### src/rtl/shifter_pkg.sv
// Shared helpers for the I/Q adaptive shift/AGC block: width math, signed clamp
// and the shift-controller state encoding.
package shifter_pkg;

    typedef enum logic [1:0] {
        MANUAL = 2'd0,
        TRACK  = 2'd1,
        ATTACK = 2'd2
    } agc_state_t;

    function automatic int clog2(input int value);
        int r;
        int v;
        r = 0;
        v = value - 1;
        while (v > 0) begin
            r = r + 1;
            v = v >> 1;
        end
        return r;
    endfunction

    // Clamp a signed value into the range of a width-bit two's complement number.
    function automatic logic signed [31:0] sat_signed(input logic signed [31:0] value,
                                                      input int width);
        logic signed [31:0] hi;
        logic signed [31:0] lo;
        hi = (32'sd1 <<< (width - 1)) - 32'sd1;
        lo = -(32'sd1 <<< (width - 1));
        if (value > hi) begin
            return hi;
        end else if (value < lo) begin
            return lo;
        end else begin
            return value;
        end
    endfunction

endpackage

### src/rtl/iq_shift_agc_sat.sv
// Single-channel variable arithmetic right shift (floor) followed by saturation
// to the output width; purely combinational, instantiated once per channel.
module iq_sat_shift
    import shifter_pkg::*;
#(
    parameter int IN_WIDTH  = 16,
    parameter int OUT_WIDTH = 12,
    parameter int SW        = 3
) (
    input  logic signed [IN_WIDTH-1:0]  x,
    input  logic        [SW-1:0]        shift,
    output logic signed [OUT_WIDTH-1:0] y,
    output logic                        clip
);

    logic signed [IN_WIDTH-1:0] shifted_s;
    logic signed [31:0]         wide_s;
    logic signed [31:0]         sat_s;

    // Shift, widen with sign extension, clamp and flag any clamping.
    always_comb begin
        shifted_s = x >>> shift;
        wide_s    = 32'(shifted_s);
        sat_s     = sat_signed(wide_s, OUT_WIDTH);
        y         = sat_s[OUT_WIDTH-1:0];
        clip      = (sat_s != wide_s);
    end

endmodule

### src/rtl/iq_shift_agc.sv
// Adaptive I/Q width reducer: windowed peak detector drives the shift amount
// (fast single-step attack, held release), with a manual override.
module iq_shift_agc
    import shifter_pkg::*;
#(
    parameter int  IN_WIDTH     = 16,
    parameter int  OUT_WIDTH    = 12,
    parameter int  WIN_LOG2     = 10,
    parameter int  HOLD_WINDOWS = 4,
    localparam int MAX_SHIFT    = IN_WIDTH - OUT_WIDTH,
    localparam int SW           = clog2(MAX_SHIFT + 1)
) (
    input  logic                        clk,
    input  logic                        reset_n,
    input  logic                        in_valid,
    input  logic signed [IN_WIDTH-1:0]  in_i,
    input  logic signed [IN_WIDTH-1:0]  in_q,
    input  logic                        auto_en,
    input  logic        [SW-1:0]        manual_shift,
    output logic                        out_valid,
    output logic signed [OUT_WIDTH-1:0] out_i,
    output logic signed [OUT_WIDTH-1:0] out_q,
    output logic                        clip,
    output logic        [SW-1:0]        shift_cur
);

    localparam int                   RW          = clog2(HOLD_WINDOWS + 1);
    localparam logic [SW-1:0]        MAX_SHIFT_V = SW'(MAX_SHIFT);
    localparam logic [RW-1:0]        HOLD_V      = RW'(HOLD_WINDOWS);
    localparam logic [WIN_LOG2-1:0]  WIN_LAST    = '1;
    localparam logic [IN_WIDTH-2:0]  OUT_MAX     = (IN_WIDTH-1)'((1 << (OUT_WIDTH - 1)) - 1);

    agc_state_t              state_r, state_s;
    logic [SW-1:0]           shift_r, shift_s, s_req_s;
    logic [WIN_LOG2-1:0]     win_cnt_r, win_cnt_s;
    logic [IN_WIDTH-2:0]     peak_r, peak_s, mag_i_s, mag_q_s, mag_s, peak_eff_s;
    logic [RW-1:0]           rel_r, rel_s, rel_inc_s;
    logic                    att_used_r, att_used_s;
    logic                    clip_i_s, clip_q_s, clip_now_s, win_end_s;
    logic signed [OUT_WIDTH-1:0] y_i_s, y_q_s;

    // |v| with the most negative code clamped to the largest positive magnitude.
    function automatic logic [IN_WIDTH-2:0] abs_clamp(input logic signed [IN_WIDTH-1:0] v);
        logic signed [IN_WIDTH-1:0] n;
        n = -v;
        if (!v[IN_WIDTH-1]) begin
            return v[IN_WIDTH-2:0];
        end else if (n[IN_WIDTH-1]) begin
            return '1;
        end else begin
            return n[IN_WIDTH-2:0];
        end
    endfunction

    iq_sat_shift #(.IN_WIDTH(IN_WIDTH), .OUT_WIDTH(OUT_WIDTH), .SW(SW)) u_sat_i (
        .x(in_i), .shift(shift_r), .y(y_i_s), .clip(clip_i_s)
    );

    iq_sat_shift #(.IN_WIDTH(IN_WIDTH), .OUT_WIDTH(OUT_WIDTH), .SW(SW)) u_sat_q (
        .x(in_q), .shift(shift_r), .y(y_q_s), .clip(clip_q_s)
    );

    assign shift_cur = shift_r;

    // Peak tracking and the smallest shift that keeps the window peak in range.
    always_comb begin
        mag_i_s    = abs_clamp(in_i);
        mag_q_s    = abs_clamp(in_q);
        mag_s      = (mag_i_s > mag_q_s) ? mag_i_s : mag_q_s;
        peak_eff_s = (mag_s > peak_r) ? mag_s : peak_r;
        clip_now_s = clip_i_s | clip_q_s;
        win_end_s  = (win_cnt_r == WIN_LAST);
        rel_inc_s  = rel_r + RW'(1);
        s_req_s    = MAX_SHIFT_V;
        for (int s = MAX_SHIFT; s >= 0; s--) begin
            s_req_s = ((peak_eff_s >> s) <= OUT_MAX) ? SW'(s) : s_req_s;
        end
    end

    // Next-state logic for the shift controller and window bookkeeping.
    always_comb begin
        state_s    = state_r;
        shift_s    = shift_r;
        win_cnt_s  = win_cnt_r;
        peak_s     = peak_r;
        rel_s      = rel_r;
        att_used_s = att_used_r;
        if (!auto_en) begin
            state_s    = MANUAL;
            shift_s    = (manual_shift > MAX_SHIFT_V) ? MAX_SHIFT_V : manual_shift;
            win_cnt_s  = '0;
            peak_s     = '0;
            rel_s      = '0;
            att_used_s = 1'b0;
        end else begin
            case (state_r)
                MANUAL:  state_s = TRACK;
                TRACK:   state_s = TRACK;
                ATTACK:  state_s = TRACK;
                default: state_s = TRACK;
            endcase
            if (in_valid) begin
                win_cnt_s = win_cnt_r + WIN_LOG2'(1);
                if (win_end_s) begin
                    // Window decision overrides any fast attack on the same sample.
                    peak_s     = '0;
                    att_used_s = 1'b0;
                    if (s_req_s > shift_r) begin
                        shift_s = s_req_s;
                        rel_s   = '0;
                    end else if (s_req_s < shift_r) begin
                        if (rel_inc_s == HOLD_V) begin
                            shift_s = shift_r - SW'(1);
                            rel_s   = '0;
                        end else begin
                            rel_s = rel_inc_s;
                        end
                    end else begin
                        rel_s = '0;
                    end
                end else begin
                    peak_s = peak_eff_s;
                    if (clip_now_s && (state_r == TRACK) && !att_used_r &&
                        (shift_r < MAX_SHIFT_V)) begin
                        shift_s    = shift_r + SW'(1);
                        att_used_s = 1'b1;
                        state_s    = ATTACK;
                    end else begin
                        att_used_s = att_used_r;
                    end
                end
            end else begin
                win_cnt_s = win_cnt_r;
            end
        end
    end

    // Controller state registers.
    always_ff @(posedge clk or negedge reset_n) begin
        if (!reset_n) begin
            state_r    <= TRACK;
            shift_r    <= MAX_SHIFT_V;
            win_cnt_r  <= '0;
            peak_r     <= '0;
            rel_r      <= '0;
            att_used_r <= 1'b0;
        end else begin
            state_r    <= state_s;
            shift_r    <= shift_s;
            win_cnt_r  <= win_cnt_s;
            peak_r     <= peak_s;
            rel_r      <= rel_s;
            att_used_r <= att_used_s;
        end
    end

    // Output registers; sample values hold while in_valid is low.
    always_ff @(posedge clk or negedge reset_n) begin
        if (!reset_n) begin
            out_valid <= 1'b0;
            out_i     <= '0;
            out_q     <= '0;
            clip      <= 1'b0;
        end else begin
            out_valid <= in_valid;
            clip      <= in_valid & clip_now_s;
            if (in_valid) begin
                out_i <= y_i_s;
                out_q <= y_q_s;
            end
        end
    end

endmodule

### config.mk
export PLATFORM = sky130hd
export DESIGN_NAME = iq_shift_agc
export DESIGN_NICKNAME = d
export VERILOG_FILES = /design/src/rtl/shifter_pkg.sv /design/src/rtl/iq_shift_agc_sat.sv /design/src/rtl/iq_shift_agc.sv
export SDC_FILE = /design/constraint.sdc
export NUM_CORES = 1
export LEC_CHECK = 0
export CAP_MARGIN = 10
export CORE_MARGIN = 4
export CORE_UTILIZATION = 56
export DETAILED_ROUTE_END_ITERATION = 6
export PLACE_DENSITY = 0.79
export SYNTH_ARGS = -nofsm -noshare
export SYNTH_HDL_FRONTEND = slang
export SYNTH_SLANG_ARGS = --single-unit
### constraint.sdc
create_clock -name clk -period 4.2 [get_ports clk]
set_input_delay 1.05 -clock clk [delete_from_list [all_inputs] [get_ports clk]]
set_output_delay 1.05 -clock clk [all_outputs]
set_load 0.02 [all_outputs]
Yosys cells after proc, flatten, opt, wreduce, memory -nomap -nowiden:

Index checks and enable logic that the tools add are counted.
Widths: inputs -> output; s select.

* flip-flop bits (word level): 60
* bits in latches: 0
* bits in writable memories: 0
* memory bits (read-only): 0
* output and inout port bits: 29
* logic and storage cells: 92
* memories kept: 0

* add/sub/neg operators: 6
* multiply operators: 0
* divide/modulo/power cells: 0
* order comparisons: 14
* equality and inequality tests: 10
* shift operators: 2
* mux-type cells: 41
* bitwise gates (word level): 2
* reduce and logical (&&, ||, !) cells: 7

Operators with widths (count)
* $mux 15: 9
* $mux 32: 4
* $ne 32x16->1: 2
* $mux 3: 18
* $gt 16x12->1 const B: 2
* $lt 16x12->1 const B: 2
* $neg 16->16: 2
* $sshr 16x3->16: 2
* $gt 15x15->1: 2
* $mux 10: 2
* $le 15x11->1 const B: 1
* $le 14x11->1 const B: 1
* $le 13x11->1 const B: 1
* $le 12x11->1 const B: 1
* $add 10x1->10 const B: 1
* $eq 10x10->1 const B: 1
* $mux 2: 4
* $ne 4x2->1 const B: 2
* $add 3x1->3 const B: 2
* $mux 1: 4
* $reduce_and 2->1: 2
* $reduce_and 4->1: 1
* $eq 3x3->1 const B: 1
* $gt 3x3->1: 1
* 12 further kinds: 14

Depth between registers and ports, before layout:

Gate-level depths: netlist of the first run.

* depth in word-level cells: 18
* mapped depth: 33
* mapped depth without buffers: 31

Hierarchy:

A second synthesis of the first run with hierarchy kept.

* cells, all modules: 746
* area, all modules: 6446.2 sq um

Modules (own cells, without submodules)
* iq_shift_agc: instances 1, cells each 506, area each 4564.4 sq um
* iq_sat_shift: instances 2, cells each 120, area each 940.9 sq um

Least setup slack after synthesis of the first run:

Ideal clock, no wire load.

* path type: input to register
* from: input port in_q[7]
* to: register shift_r[1] (netlist: shift_cur[1])
* arrival: 7.377 ns
* required time: 4.072 ns
* path slack: -3.305 ns
* cell stages on the path: 30
* cells stage by stage: buf_2 -> or4_1 -> nor4_4 -> clkbuf_1 -> nor2_1 -> ha_1 -> a21oi_1 -> o21ai_0 -> a221oi_1 -> a22o_1 -> clkbuf_1 -> clkbuf_1 -> mux2i_1 -> inv_1 -> ha_1 -> nand3b_1 -> a211oi_1 -> o31ai_1 -> a21oi_1 -> mux2i_4 -> inv_2 -> nor2_1 -> ha_1 -> nor2b_1 -> o21ai_0 -> a32oi_1 -> a41oi_1 -> o31ai_1 -> nor2_1 -> mux2_1

* word-level cells in the longest chain between the ends: 17
* elaborated cells on any way between the ends: 35
* classes of those cells: 1 x add/sub; 10 x order compare; 4 x eq/ne; 1 x shift; 14 x mux; 1 x bitwise; 4 x reduce/logical

Ends and longest elaborated chain
* start: declaration: RTL line iq_shift_agc.sv:17 `input logic signed [IN_WIDTH-1:0] in_q,`
* $neg 16->16: RTL line iq_shift_agc.sv:45 `n = -v;`
* $mux 15: RTL line iq_shift_agc.sv:48 `end else if (n[IN_WIDTH-1]) begin`
* $mux 15: RTL line iq_shift_agc.sv:46 `if (!v[IN_WIDTH-1]) begin`
* $gt 15x15->1: RTL line iq_shift_agc.sv:69 `mag_s = (mag_i_s > mag_q_s) ? mag_i_s : mag_q_s;`
* $mux 15: RTL line iq_shift_agc.sv:69
* $gt 15x15->1: RTL line iq_shift_agc.sv:70 `peak_eff_s = (mag_s > peak_r) ? mag_s : peak_r;`
* $mux 15: RTL line iq_shift_agc.sv:70
* $le 12x11->1: RTL line iq_shift_agc.sv:76 `s_req_s = ((peak_eff_s >> s) <= OUT_MAX) ? SW'(s) : s_req_s;`
* $mux 3 (4 in series): RTL line iq_shift_agc.sv:76
* $gt 3x3->1: RTL line iq_shift_agc.sv:108 `if (s_req_s > shift_r) begin`
* $mux 3: RTL line iq_shift_agc.sv:108
* $mux 3: RTL line iq_shift_agc.sv:104 `if (win_end_s) begin`
* $mux 3: RTL line iq_shift_agc.sv:102 `if (in_valid) begin`
* $mux 3: RTL line iq_shift_agc.sv:88 `if (!auto_en) begin`
* end signal: assignment: RTL line iq_shift_agc.sv:149 `shift_r <= shift_s;`
* end: declaration: RTL line iq_shift_agc.sv:34 `logic [SW-1:0] shift_r, shift_s, s_req_s;`

Parallel ways exist; a longest one is shown, timed or not. The select of a mux whose other input is x is not followed.
A chain may end at the register's enable or synchronous reset.

Worst setup path in the final report of the first run:

* from: input port in_q[1]
* to: register shift_r[2] (netlist: shift_cur[2])

Same word-level chain as after synthesis.

==> flow_summary.json, run 1 <==
{
  "synth_fp_nets": 850,
  "required_ns": 4.46,
  "skew_ns": 0.01052,
  "slowest_delay_ns": 0.58,
  "htree_num_levels": 3,
  "crit_start": "in_q[1]",
  "grt.total_usage_pct": 34.92,
  "drc": 0,
  "die-area_um2": 13020,
  "fin_crit_sh_pct": 167.3,
  "worst_pin_slew_ns": 0.9781,
  "grt_pass1_wl_mm": 36.54,
  "syn-instance-count": 769,
  "avgSynthCellArea_um2": 8.200,
  "drt_wl_total_mm": 24.56,
  "internal_power_w": 0.002205,
  "synth_cell_type_count": 80,
  "overflow": 0,
  "synth_area_um2": 6306,
  "area_delta_synth_final_pct": 46.96,
  "rows": 38,
  "cts_buffers": 9,
  "initial_core_util_pct": 57.67,
  "reg2reg_depth": 19,
  "hold_start": "att_used_r",
  "antenna_found_initial": 0,
  "timing.hold.ws_ns": 0.4843,
  "slew_headroom_pct": 34.79,
  "vdd_ir_drop_max_mv": 0.3550,
  "status": "finished, violations left",
  "dp.final_hpwl_mm": 15.16,
  "cp_max_fo": 5,
  "r2r_start": "peak_r[14]",
  "finalWorstSetupSlack_ns": -2.827,
  "cp-end-kind": "register",
  "synth_edf_count": 0,
  "maxCapViolCount": 0,
  "setup_viol": 21,
  "die_x_um": 114.1,
  "grt_pass1_vias": 7293,
  "crit_top_cell": "buf_6",
  "rsz0062_at_grt": "yes",
  "gp_congestion": 0.9360,
  "antenna_left": 0,
  "clock_sink_count": 60,
  "cts_buffer_depth": 2,
  "avgRoutedWirePerCell_um": 22.07,
  "grt_max_degree": 51,
  "switching_share_pct": 40.51,
  "synthArstFlopShare_pct": 100.0,
  "p_leak_nw": 4.022,
  "synth_top_area_share_pct": 23.02,
  "numPortBuffers": 67,
  "yosys_warnings": 0,
  "synth_flop_cell": "dfrtp_1",
  "ys_seq_area_share_pct": 23.85,
  "nNetsFinal": 1049,
  "coreArea_um2": 10940,
  "report.final.hold_viol_count": 0,
  "clock.fmax_ghz": 0.1423,
  "drive_gt1_share_pct": 37.62,
  "fillers": 617,
  "first_iter_violations": 976,
  "holdPathStages": 1,
  "violations": "setup timing",
  "crit_arrival_ns": 7.29,
  "pwr-share-clk_pct": 20.7,
  "viasPerCell": 6.670,
  "dr.pass1.iters": 5,
  "netlist_top_cells_area": "dfrtp_1, ha_1, mux2i_1",
  "slowest_stage": "or4_4",
  "clk_latency_ns": 0.34,
  "ios": 68,
  "pwr-share-comb_pct": 57.5,
  "clk_pin_slew_ns": 0.06,
  "start_kind": "primary input",
  "vias": 7424,
  "power.density_nw_per_um2": 400.0,
  "cts-root-buf": "clkbuf_16",
  "antenna_cells": 0,
  "fin_crit_ns": 7.027,
  "seq_power_share_pct": 21.8,
  "p_sw_w": 0.001502,
  "yosys.area.top_type": "dfrtp_1",
  "drv_slew": 0,
  "ys_ff_latch": 60,
  "hold_path_class": "reg2reg",
  "die_h_um": 114.1,
  "cts_tree": "built",
  "fin_setup_tns_ns": -43.15,
  "crit_type": "in2reg"
}
## layer usage
layer	track usage [%]	part of all wire (%)	vias to the layer above
met2	56.79	47	506
met3	7.452	8.6	136
met4	15.60	6.2	0
li1	-	-	3263
met1	44.70	38	3519
met5	0	0	-
## power by group through the flow
| stage | clock network (W) | logic (W) | registers (W) |
|---|---|---|---|
| 5_1_grt | 0.000802 | 0.00227 | 0.000824 |
| 6_report | 0.000769 | 0.00213 | 0.000809 |
| 4_1_cts | 0.000772 | 0.00190 | 0.000803 |
| 3_5_place_dp | 0 | 0.00169 | 0.000809 |
| 3_3_place_gp | 0 | 0.00164 | 0.000802 |
| 2_1_floorplan | 0 | 0.00106 | 0.000817 |
## kinds of logic after synthesis
family                     count (synthesis)  share of synthesized area, %
DFF                                       60                         23.85
muxes                                     61                         12.28
adders and majority gates                 42                         8.333
AOI/OAI and AO/OA                        218                         24.42
and+or+nand+nor                          258                         20.46
buffers and inverters                    106                         7.321
xor gates and xnor gates                  24                         3.333
## stage by stage
stage / instances / area, um2 / util (%) / total power, W / worst slack (ns)
final: 1113 / 9268 / 84.75 / 0.003707 / -2.827
after global routing: 1113 / 9268 / 84.75 / 0.003893 / -3.066
after CTS: 1098 / 8941 / 81.76 / 0.003469 / -2.413
after detailed placement: 1054 / 8024 / 73.38 / 0.002498 / -3.315
after global placement: 1054 / 8024 / 73.38 / 0.002444 / -3.066
after floorplan: 769 / 6454 / - / 0.001872 / -2.483
## repair_timing
action                     CTS  global route
hold buffers                 0             0
resized for setup          166            62
pin swaps                   61            40
buffers inserted            27            14
gates cloned                 1             1
setup endpoints to repair   21            21
## layout make-up
| cell class | instances | area, um2 | share of cell area, % |
|---|---|---|---|
| Clock inverter | 5 | 60.06 | 0.6480 |
| Sequential cell | 60 | 1505 | 16.24 |
| Multi-Input combinational cell | 603 | 5045 | 54.44 |
| Clock buffer | 11 | 252.7 | 2.727 |
| Inverter | 41 | 153.9 | 1.661 |
| Tap cell | 140 | 175.2 | 1.890 |
| Timing Repair Buffer | 253 | 2076 | 22.40 |
## Yosys cell counts (all sizes together) (10+ instances only)
master,number
nor3b,11
nand2,69
nand3,12
buf,25
o21ai,34
dfrtp,58
inv,38
a22o,12
a31oi,14
xnor2,13
a21oi,45
nand4,14
o211ai,14
clkbuf,40
mux2,15
nor3,16
mux4,10
ha,42
mux2i,36
o31ai,14
nor4,10
o22a,12
xor2,11
nor2,77
## cells in the final DEF, fill, tap and decap left out, drive strengths merged, types with 15 or more instances in the layout
cell type,instances
a21oi,45
buf,199
clkbuf,16
clkdlybuf4s50,36
dfrtp,58
ha,42
inv,38
mux2,15
mux2i,36
nand2,69
nor2,77
nor3,16
o21ai,34
## critical path: cells and delay by family
kind                       cells  cell delay [ns]
AOI/OAI and AO/OA             16             2.74
buffers and inverters          7             1.01
and+or+nand+nor                9             1.66
adders and majority gates      3             0.83
## sequential cells by signal (all words and copies together) (netlist names), 2 cells and up
name / cells
out_i: 12
out_q: 12
peak_r: 15
rel_r: 3
shift_cur: 3
state_r: 2
win_cnt_r: 10
## final timing paths
path / end / slack [ns]
min in group asynchronous: peak_r[1] / 0.80
min reg2reg: att_used_r / 0.48
max reg2reg: shift_cur[1] / 0.54
max: shift_cur[2] / -2.83
min: att_used_r / 0.48
max in group asynchronous: state_r[0] / 2.48
No activity file was read; power rests on OpenSTA's default activity.
==> run 2: changes to the inputs <==
Settings changed: DONT_BUFFER_PORTS set to 1, PLACE_DENSITY 0.79 to 0.71.
==> run 2 against run 1 <==
Net effect: clock skew fell by 0.0030 ns; routed wire length fell by 17%; critical path type unchanged; the flow still finishes with violations (setup timing); highest routed layer unchanged; total power decreased by 12%.
==> flow_summary.json, run 2 (synthesis gave the netlist of run 1 again) <==
{
  "cts_buffer_depth": 2,
  "clk_pin_slew_ns": 0.06,
  "overflow": 0,
  "fin_util_pct": 71.44,
  "drive_gt1_share_pct": 28.69,
  "vias": 6406,
  "drv_slew": 0,
  "skew_ns": 0.007544,
  "finalWorstSetupSlack_ns": -2.359,
  "area_delta_synth_final_pct": 23.89,
  "top_register": "peak_r",
  "die_h_um": 114.1,
  "grt_pass1_vias": 6369,
  "worst-path-stages": 32,
  "power.density_nw_per_um2": 419.5,
  "initial_core_util_pct": 57.67,
  "antenna_cells": 0,
  "antenna_left": 0,
  "met1_length_mm": 8.353,
  "crit_arrival_ns": 6.78,
  "antenna_found_initial": 0,
  "ios": 68,
  "drt_wl_total_mm": 20.28,
  "top_regs": "peak_r (15), out_i (12), out_q (12)",
  "hold_path_class": "in2async",
  "fin_cells": 973,
  "grt_max_degree": 61,
  "cp_top_family": "compound AO/OA/AOI/OAI gates",
  "viasPerCell": 6.584,
  "numPortBuffers": 0,
  "cts_tree": "built",
  "wl_met2_mm": 9.624,
  "dp.final_hpwl_mm": 14.22,
  "rows": 38,
  "cp-end-kind": "register",
  "p_leak_nw": 3.342,
  "maxCapViolCount": 0,
  "slowest_stage": "or4_4",
  "slew_headroom_pct": 51.37,
  "nNetsFinal": 909,
  "rsz0062_at_grt": "yes",
  "cp_num_buf_inv": 6,
  "place_inst": 937,
  "ctsHoldBuffers": 0,
  "avgRoutedWirePerCell_um": 20.84,
  "final_cell_mix": "buf_4, nor2_1, nand2_1",
  "htree_num_levels": 3,
  "fin_setup_tns_ns": -29.99,
  "reg2reg_depth": 19,
  "grt.total_usage_pct": 31.11,
  "violations": "setup timing",
  "clk_latency_ns": 0.34,
  "final_common_cell": "buf_4",
  "gp_congestion": 0.9609,
  "cts_buffers": 9,
  "clock_sink_count": 60,
  "clock.fmax_ghz": 0.1525,
  "crit_type": "in2reg",
  "die-area_um2": 13020,
  "largest_register_ffs": 15,
  "cp_max_fo": 10,
  "report.final.hold_viol_count": 0,
  "status": "finished, violations left",
  "crit_top_cell": "buf_6",
  "dr.pass1.iters": 5,
  "first_iter_violations": 584,
  "cts-root-buf": "clkbuf_16",
  "timing.hold.ws_ns": 0.4007,
  "fin_crit_sh_pct": 156.2,
  "drc": 0,
  "die_x_um": 114.1,
  "setup_viol": 21,
  "start_kind": "primary input",
  "coreArea_um2": 10940,
  "slowest_delay_ns": 0.56,
  "vdd_ir_drop_max_mv": 0.3451,
  "met3_length_mm": 1.641,
  "highest_layer": "met4",
  "grt_pass1_wl_mm": 32.41,
  "required_ns": 4.42,
  "fin_crit_ns": 6.559,
  "worst_pin_slew_ns": 0.7239
}
==> run 2: changes by cell type in the layout (fill, tap and decap cells not counted), sizes merged <==
cell,previous run,this run
and2,6,7
buf,199,112
clkbuf,16,11
clkdlybuf4s15,4,0
clkdlybuf4s50,36,0
dlygate4sd2,9,0
==> run 2: final timing paths <==
path                                  from      endpoint  slack (ns)
max in group asynchronous          reset_n  shift_cur[2]        3.57
worst max-delay path              in_q[10]  shift_cur[1]       -2.36
worst max register to register  peak_r[10]  shift_cur[1]        0.61
min in group clk                 peak_r[7]     peak_r[7]        0.50
worst min-delay path               reset_n     peak_r[1]        0.40
worst min register to register   peak_r[7]     peak_r[7]        0.50
==> run 2: cell type report <==
class	count	area, um2
clock inverters	5	60.06
fillers	841	3123
inverters	41	153.9
well taps	140	175.2
flip-flops and latches	60	1505
clock buffers	11	252.7
multi-input cells	604	4770
repair buffers	112	895.9
==> run 2: timing repair <==
action	in CTS	in global routing
setup endpoints to repair	21	21
pin swaps	24	17
resized for setup	40	48
setup buffers	9	7
gates cloned	3	1
==> run 2: report_power, final <==
group	switching [W]	internal [W]
logic	0.000838	0.000816
registers	0.000181	0.000677
clock network	0.000273	0.000491
total	0.00129	0.00198
==> run 2: through the flow <==
step                      area, um2  total power, W  setup WS, ns
after floorplan                6454        0.001872        -2.483
after global placement         6975        0.002200        -2.592
after detailed placement       6975        0.002238        -2.803
after CTS                      7547        0.003124        -2.219
after global routing           7812        0.003469        -2.582
final                          7812        0.003277        -2.359
==> run 2: routing by layer <==
metal  up-vias  global-route usage (%)
met3        53                   8.087
li1       2976                       -
met2       291                   49.77
met1      3086                   40.21
met4         0                   12.43
met5         -                       0
==> run 3: changes to the inputs <==
Settings changed: GPL_ROUTABILITY_DRIVEN set to 0.
==> run 3 against run 2 <==
Net effect: maximum frequency shrank 1.7%; sequential share of layout area barely moved; critical path depth decreased by 1; highest routed layer unchanged; global-route usage fell by 0.42 points; utilization shrank 0.080 points; register-to-register slack got worse by 0.03 ns; final cell count down 0.21%; clock power decreased by 6.5%; die area unchanged; worst setup slack worse by 0.12 ns; routed wire length is 0.26% lower; the flow still finishes with violations (setup timing); total power decreased by 1.2%; critical path type unchanged.
==> flow_summary.json, run 3 (synthesis gave the netlist of run 1 again) <==
{
  "grt_max_degree": 61,
  "die-area_um2": 13020,
  "place_ws_ns": -2.776,
  "antenna_left": 0,
  "report.final.hold_viol_count": 0,
  "seq_power_share_pct": 26.5,
  "coreArea_um2": 10940,
  "cp_max_fo": 10,
  "slowest_delay_ns": 0.54,
  "status": "finished, violations left",
  "pwr-share-clk_pct": 22.1,
  "htree_num_levels": 3,
  "initial_core_util_pct": 57.67,
  "clk_latency_ns": 0.35,
  "fin_crit_sh_pct": 158.9,
  "overflow": 0,
  "vias": 6409,
  "maxCapViolCount": 0,
  "first_iter_violations": 709,
  "hold_path_class": "in2async",
  "drive_gt1_share_pct": 28.64,
  "die_x_um": 114.1,
  "timing.hold.ws_ns": 0.3980,
  "antenna_cells": 0,
  "rsz0062_at_grt": "yes",
  "drc": 0,
  "r2r_end": "shift_cur[1]",
  "finish.instance_area_um2": 7804,
  "drt_wl_total_mm": 20.22,
  "clk_pin_slew_ns": 0.06,
  "viasPerCell": 6.600,
  "power.density_nw_per_um2": 414.7,
  "place_area_um2": 6950,
  "cp_num_buf_inv": 5,
  "switching_share_pct": 40.44,
  "rows": 38,
  "dp.final_hpwl_mm": 13.78,
  "place_inst": 932,
  "crit_arrival_ns": 6.90,
  "fillers": 835,
  "vdd_ir_drop_max_mv": 0.3733,
  "die_h_um": 114.1,
  "top_register": "peak_r",
  "cp-end-kind": "register",
  "cts_buffers": 9,
  "clock.fmax_ghz": 0.1498,
  "cp_top_family": "simple AND/OR/NAND/NOR gates",
  "clock_sink_count": 60,
  "ctsHoldBuffers": 0,
  "setup_viol": 21,
  "reg2reg_slack_ns": 0.58,
  "cts_tree": "built",
  "p_leak_nw": 3.302,
  "final_common_cell": "buf_4",
  "grt_pass1_vias": 6274,
  "antenna_found_initial": 0,
  "nNetsFinal": 907,
  "slew_headroom_pct": 50.62,
  "internal_power_w": 0.001928,
  "violations": "setup timing",
  "dr.pass1.iters": 5,
  "crit_type": "in2reg",
  "skew_ns": 0.009537,
  "fin_crit_ns": 6.676,
  "p_sw_w": 0.001309,
  "grt.total_usage_pct": 30.68,
  "largest_register_ffs": 15,
  "reg2reg_depth": 18,
  "ios": 68,
  "area_delta_synth_final_pct": 23.75,
  "pwr-share-comb_pct": 51.4,
  "worst_pin_slew_ns": 0.7350,
  "drv_slew": 0,
  "cts_buffer_depth": 2,
  "avgRoutedWirePerCell_um": 20.83,
  "grt_pass1_wl_mm": 31.77,
  "required_ns": 4.42,
  "top_regs": "peak_r (15), out_i (12), out_q (12)",
  "cts-root-buf": "clkbuf_16",
  "r2r_start": "peak_r[9]",
  "numPortBuffers": 0,
  "start_kind": "primary input",
  "final_cell_mix": "buf_4, nand2_1, nor2_1",
  "finalWorstSetupSlack_ns": -2.476,
  "fin_cells": 971,
  "slowest_stage": "or4_4"
}
run 3: metrics by stage:
step	util, %	total power, W	TNS [ns]
floorplan	-	0.001872	-31.65
global placement	63.56	0.002193	-37.39
detailed placement	63.56	0.002228	-40.14
CTS	70.47	0.003132	-30.18
global route	71.36	0.003417	-37.90
finish	71.36	0.003236	-33.04
run 3: cell type report:
class	instances	area [um2]	area share, %
Multi-Input combinational cell	605	4810	61.63
Sequential cell	60	1505	19.29
Timing Repair Buffer	109	878.3	11.26
Clock buffer	13	260.3	3.335
Tap cell	140	175.2	2.245
Inverter	41	153.9	1.972
Clock inverter	3	21.27	0.2726
run 3: power by group through the flow:
| stage | Combinational (W) | Clock (W) | Sequential [W] |
|---|---|---|---|
| 2_1_floorplan | 0.00106 | 0 | 0.000817 |
| 3_3_place_gp | 0.00133 | 0 | 0.000860 |
| 3_5_place_dp | 0.00136 | 0 | 0.000863 |
| 4_1_cts | 0.00156 | 0.000715 | 0.000857 |
| 5_1_grt | 0.00180 | 0.000745 | 0.000873 |
| 6_report | 0.00166 | 0.000715 | 0.000858 |
run 3: per-layer routing:
layer	GRT usage, %	vias to the layer above	wire length [um]
met2	49.77	341	9618
met5	0	-	0
met1	38.65	3027	8059
met3	7.822	73	1779
li1	-	2968	-
met4	13.62	0	766
run 3: worst max-delay path by stage:
stage	to	slack, ns	cells past startpoint	start
global placement	shift_cur[1]	-2.60	28	in_i[12]
floorplan	shift_cur[1]	-2.48	30	in_q[2]
CTS	shift_cur[2]	-2.17	30	in_q[11]
detailed placement	shift_cur[1]	-2.78	27	in_q[4]
global route	shift_cur[1]	-2.75	29	in_q[7]
finish	shift_cur[1]	-2.48	31	in_q[7]
run 3: what timing repair did:
action / in CTS / in global routing
buffers inserted: 18 / 4
resized for setup: 69 / 19
gates cloned: 3 / 2
setup endpoints to repair: 21 / 21
pin swaps: 35 / 13
